$ cat src/rtl/rdout_lms_seq.sv
// Time-multiplexed LMS readout: one shared MAC computes est = W.x over N cycles,
// then (in TRAIN mode) applies w[i] += mu*(y - est)*x[i] over N more cycles.
module rdout_lms_seq #(
  parameter int N   = 8,
  parameter int XW  = 16,
  parameter int XF  = 12,
  parameter int WW  = 32,
  parameter int WF  = 21,
  parameter int MUW = 16
) (
  input  logic            clk,
  input  logic            rst,
  input  logic            ce,
  input  logic            mode,
  input  logic [MUW-1:0]  mu,
  input  logic            x_valid,
  output logic            x_ready,
  input  logic [N*XW-1:0] XSTATE,
  input  logic [WW-1:0]   y_true,
  input  logic            w_clear,
  output logic [WW-1:0]   est,
  output logic            est_valid,
  output logic [N*WW-1:0] W_out,
  output logic            busy,
  output logic            sat_flag
);

  localparam int IW = (N > 1) ? $clog2(N) : 1;
  localparam int PW = XW + WW;
  localparam int AW = PW + IW;
  localparam int SW = AW + MUW;
  localparam logic [IW-1:0] LAST = IW'(N - 1);

  if (N < 2 || XF >= XW || WF >= WW) begin : g_param_check
    $error("rdout_lms_seq: illegal parameter combination");
  end

  typedef enum logic [2:0] {S_IDLE, S_DOT, S_ERR, S_UPD, S_DONE} state_t;

  state_t                 state, state_nxt;
  logic [IW-1:0]          idx;
  logic                   accept;
  logic                   mode_lat;
  logic [MUW-1:0]         mu_lat;
  logic signed [XW-1:0]   x_lat [N];
  logic signed [WW-1:0]   w [N];
  logic signed [WW-1:0]   y_lat, est_hold, e_s;
  logic signed [AW-1:0]   acc;

  logic signed [PW-1:0]     dot_prod, upd_prod, upd_d;
  logic signed [AW-1:0]     acc_sh;
  logic signed [WW:0]       diff;
  logic signed [WW-1:0]     est_val, err_val;
  logic signed [WW+MUW:0]   err_mu, err_sh;
  logic signed [PW:0]       w_sum;
  logic [WW:0]              est_s, err_s, es_s, w_s;

  // Clamp to WW bits; MSB of the result flags that a clamp happened.
  function automatic logic [WW:0] sat_ww(input logic signed [SW-1:0] v);
    logic signed [SW-1:0] max_v, min_v;
    max_v = {{(SW-WW+1){1'b0}}, {(WW-1){1'b1}}};
    min_v = {{(SW-WW+1){1'b1}}, {(WW-1){1'b0}}};
    if (v > max_v)      return {2'b10, {(WW-1){1'b1}}};
    else if (v < min_v) return {2'b11, {(WW-1){1'b0}}};
    else                return {1'b0, v[WW-1:0]};
  endfunction

  always_comb begin
    state_nxt = state;
    x_ready   = 1'b0;
    busy      = 1'b1;
    est_valid = 1'b0;
    case (state)
      S_IDLE: begin
        busy    = 1'b0;
        x_ready = !w_clear;
        if (x_valid && !w_clear) state_nxt = S_DOT;
      end
      S_DOT:   if (idx == LAST) state_nxt = S_ERR;
      S_ERR:   state_nxt = mode_lat ? S_UPD : S_DONE;
      S_UPD:   if (idx == LAST) state_nxt = S_DONE;
      S_DONE: begin
        est_valid = ce;
        state_nxt = S_IDLE;
      end
      default: state_nxt = S_IDLE;
    endcase
  end

  assign accept = ce && x_valid && x_ready;

  // Shared arithmetic: DOT uses dot_prod, ERR the est/err/e_s chain, UPD the w_sum path.
  always_comb begin
    dot_prod = PW'(x_lat[idx]) * PW'(w[idx]);
    acc_sh   = acc >>> XF;
    est_s    = sat_ww(SW'(acc_sh));
    est_val  = est_s[WW-1:0];
    diff     = {y_lat[WW-1], y_lat} - {est_val[WW-1], est_val};
    err_s    = sat_ww(SW'(diff));
    err_val  = err_s[WW-1:0];
    err_mu   = (WW+MUW+1)'(err_val) * (WW+MUW+1)'($signed({1'b0, mu_lat}));
    err_sh   = err_mu >>> MUW;
    es_s     = sat_ww(SW'(err_sh));
    upd_prod = PW'(e_s) * PW'(x_lat[idx]);
    upd_d    = upd_prod >>> XF;
    w_sum    = (PW+1)'(w[idx]) + (PW+1)'(upd_d);
    w_s      = sat_ww(SW'(w_sum));
  end

  always_ff @(posedge clk) begin
    if (rst) begin
      state    <= S_IDLE;
      idx      <= '0;
      sat_flag <= 1'b0;
      est      <= '0;
      for (int i = 0; i < N; i++) w[i] <= '0;
    end else if (ce) begin
      state <= state_nxt;
      idx   <= ((state == S_DOT || state == S_UPD) && idx != LAST) ? idx + IW'(1) : '0;
      case (state)
        S_IDLE: if (w_clear) begin
          for (int i = 0; i < N; i++) w[i] <= '0;
          sat_flag <= 1'b0;
        end
        S_ERR: begin
          if (est_s[WW] || err_s[WW] || es_s[WW]) sat_flag <= 1'b1;
          if (!mode_lat) est <= est_val;
        end
        S_UPD: begin
          w[idx] <= w_s[WW-1:0];
          if (w_s[WW]) sat_flag <= 1'b1;
          if (idx == LAST) est <= est_hold;
        end
        default: ;
      endcase
    end
  end

  // Operand latches and accumulator carry no reset; acc is cleared on accept.
  always_ff @(posedge clk) begin
    if (ce) begin
      if (accept) begin
        for (int i = 0; i < N; i++) x_lat[i] <= XSTATE[i*XW +: XW];
        y_lat    <= y_true;
        mode_lat <= mode;
        mu_lat   <= mu;
        acc      <= '0;
      end else if (state == S_DOT) begin
        acc <= acc + AW'(dot_prod);
      end
      if (state == S_ERR) begin
        est_hold <= est_val;
        e_s      <= es_s[WW-1:0];
      end
    end
  end

  always_comb begin
    for (int i = 0; i < N; i++) W_out[i*WW +: WW] = w[i];
  end

endmodule
$ cat config.mk
export PLATFORM = sky130hd
export DESIGN_NAME = rdout_lms_seq
export DESIGN_NICKNAME = d
export VERILOG_FILES = /design/src/rtl/rdout_lms_seq.sv
export SDC_FILE = /design/constraint.sdc
export NUM_CORES = 2
export LEC_CHECK = 0
export CORE_UTILIZATION = 40
export DETAILED_ROUTE_END_ITERATION = 8
export GPL_TIMING_DRIVEN = 0
export PLACE_DENSITY = 0.7
export SLEW_MARGIN = 40
export SYNTH_ARGS = -nofsm -noshare
export SYNTH_HDL_FRONTEND = slang
export SYNTH_SLANG_ARGS = --single-unit
$ cat constraint.sdc
create_clock -name clk -period 10.55 [get_ports clk]
set_input_delay 2.11 -clock clk [delete_from_list [all_inputs] [get_ports clk]]
set_output_delay 2.11 -clock clk [all_outputs]
set_load 0.005 [all_outputs]
==> results.py <==
metrics = {
    "status": {
        "status": "complete, but fails checks",
        "violations": "negative setup slack",
    },
    "sta": {
        "hold_violations": 0,
        "period_share": 1.04,
        "rsz0062_at_grt": "yes",
        "min_period_ns": 10.98,
        "finalMaxSlewViolations": 0,
        "setup_violations": 280,
        "setup_ws_ns": -0.434,
        "finClkSkew_ns": 0.0583,
        "worst_pin_slew_ns": 1.26,
        "fmax_mhz": 91.0,
        "slew_headroom": 0.158,
    },
    "die": {
        "die_y_um": 450,
        "die_width_um": 450,
        "die_area_um2": 203000,
        "rows": 164,
        "start_util": 0.402,
        "core_um2": 200000,
        "io_pins": 474,
    },
    "logic_synthesis": {
        "avgSynthCellArea_um2": 10.1,
        "syn_area_um2": 80400,
        "synth-seq-cells": 590,
        "synth-edff-count": 548,
        "synth_largest_area_cell": "fa_1",
        "ys_seq_area_frac": 0.215,
        "yosysUniqueCellTypes": 80,
        "syn_nets": 10065,
        "synthArstFlopShare": 0,
        "yosys_warnings": 0,
        "ys.flop_type": "edfxtp_1",
        "synth_cells": 7926,
        "synth_area_leaders": "fa_1 38%, edfxtp_1 20%, inv_1 7.7%",
        "synth_top_area_share": 0.380,
    },
    "job": {
        "maxCapViolations": 0,
    },
    "detailed_routing": {
        "via_per_inst": 5.42,
        "ant_nets": 0,
        "vias": 62176,
        "drtPass1Iterations": 6,
        "routedWlPerCell_um": 25.3,
        "wirelength_mm": 291,
        "drc": 0,
        "drtIter0Drc": 5848,
    },
    "final_layout": {
        "finish.utilization": 0.491,
        "postLayoutCellArea_um2": 97900,
        "syn_to_final_growth_pct": 21.9,
        "instances_no_fill": 11476,
        "drive_gt1_frac": 0.131,
        "n_fill_cell": 17779,
        "nets": 10894,
        "final_cell_mix": "1641 x inv_1, 1511 x fa_1, 1035 x nand2_1",
        "final_common_cell": "inv_1",
    },
    "critical_path": {
        "cp.arrival_ns": 11.41,
        "regToRegSetupSlack_ns": -0.43,
        "required_ns": 10.97,
        "path_class": "flop to flop",
        "cpMostUsedCell": "fa_1",
        "worstSetupStartpointType": "flop",
        "max_stage_delay_ns": 0.77,
        "crit_family": "adder cells",
        "critPathSlowestCell": "clkbuf_1",
        "worstPathMaxFanout": 10,
        "crit_path_end_kind": "flop",
        "critPathBufInv": 9,
    },
    "global_route": {
        "grt-busiest-layer": "met2",
        "track_usage": 0.286,
        "grt_max_degree": 47,
        "grt_pass1_vias": 65641,
        "antenna_found_initial": 14,
        "grt_pass1_wl_mm": 424,
        "use_met3": 0.0747,
        "overflow": 0,
        "met2_usage": 0.453,
        "met1_usage": 0.350,
    },
    "worst_hold_path": {
        "hp-class": "flop to flop",
    },
    "clock_tree": {
        "insertion_delay_ns": 0.76,
        "htreeDepth": 3,
        "path_clk_slew_ns": 0.06,
        "numCtsBuffers": 72,
        "cts_hold_buffers": 0,
        "cts_tree": "done",
        "clk_path_buf_depth": 3,
        "clock-sinks": 590,
        "cts_root_buf": "clkbuf_16",
    },
    "placement": {
        "gp_congestion": 0.979,
        "post-dp-hpwl_mm": 234,
        "placed_area_um2": 89300,
        "dp.cells": 11095,
        "io_buffers": 473,
    },
}
[flip-flops by register name (all words and copies together), names as in the netlist, named ones only]
register	count
state	3
w	256
est	32
mode_lat	1
sat_flag	1
x_lat	128
e_s	32
idx	3
acc	51
y_lat	32
est_hold	32
mu_lat	16
[repair_timing]
action / CTS / global route
buffers inserted: 180 / 68
setup endpoints to repair: 301 / 284
gates cloned: 8 / 4
pin swaps: 156 / 113
gates resized for setup: 544 / 377
[kinds of logic after synthesis]
family,after synthesis,synth area share
DFF,590,0.215
muxes,153,0.0343
and+or+nand+nor,2313,0.130
AOI/OAI and AO/OA,700,0.0572
buffers and inverters,2020,0.0952
adders and majority gates,1964,0.448
xor gates and xnor gates,186,0.0203
[per-stage QoR]
| step | hold slack, ns | worst slack [ns] | TNS (ns) |
|---|---|---|---|
| after floorplan | 0.480 | 0.00197 | 0 |
| after global placement | 0.500 | -3.97 | -1666.08 |
| after detailed placement | 0.497 | -3.21 | -851.95 |
| after CTS | 0.516 | -0.0757 | -1.46 |
| after global routing | 0.537 | -0.732 | -187.75 |
| final | 0.514 | -0.434 | -99.70 |
[Yosys cell counts, types with 72 or more instances]
cell and n:
ha_1 433, nor2_1 547, and2_1 292, xnor2_1 126, clkbuf_1 299, edfxtp_1 548
a21o_1 113, mux4_2 94, a21oi_1 177, nand2_1 1049, nor2b_1 160, fa_1 1524
inv_1 1654, nand2b_1 72, o21ai_0 139
[layer usage]
layer	share of wire	routed length, um
met3	0.10	30500
met5	0.00077	224
met2	0.46	133000
met4	0.074	21600
met1	0.36	105000
[worst reg2reg max path: cells and delay by family, from the launching register on]
kind,cells,cell delay [ns]
compound gates,8,1.55
buf+inv,9,1.98
xor+xnor,2,0.30
simple gates,14,2.09
flops,1,0.34
mux,2,0.74
fa+ha+maj,8,3.66
[cell type report]
cell class,count,area [um2],share of cell area
inverters,1658,6230,0.0637
clock inverters,47,588,0.00600
flip-flops and latches,590,17300,0.177
well taps,2656,3320,0.0339
repair buffers,770,7880,0.0804
diodes,5,12.5,0.000128
clock buffers,87,1880,0.0192
plain buffers,347,2200,0.0224
multi-input cells,5316,58500,0.598
[final timing paths]
path,startpoint,endpoint,cells after the start
min reg2reg,est[26],est[26],2
max reg2reg,flop,w[1][26],43
max,flop,w[1][26],43
min,est[26],est[26],2
Power is left out: the tool's default activity adds up to more than one toggle a clock period on the data nets, which glitch-free logic cannot reach.
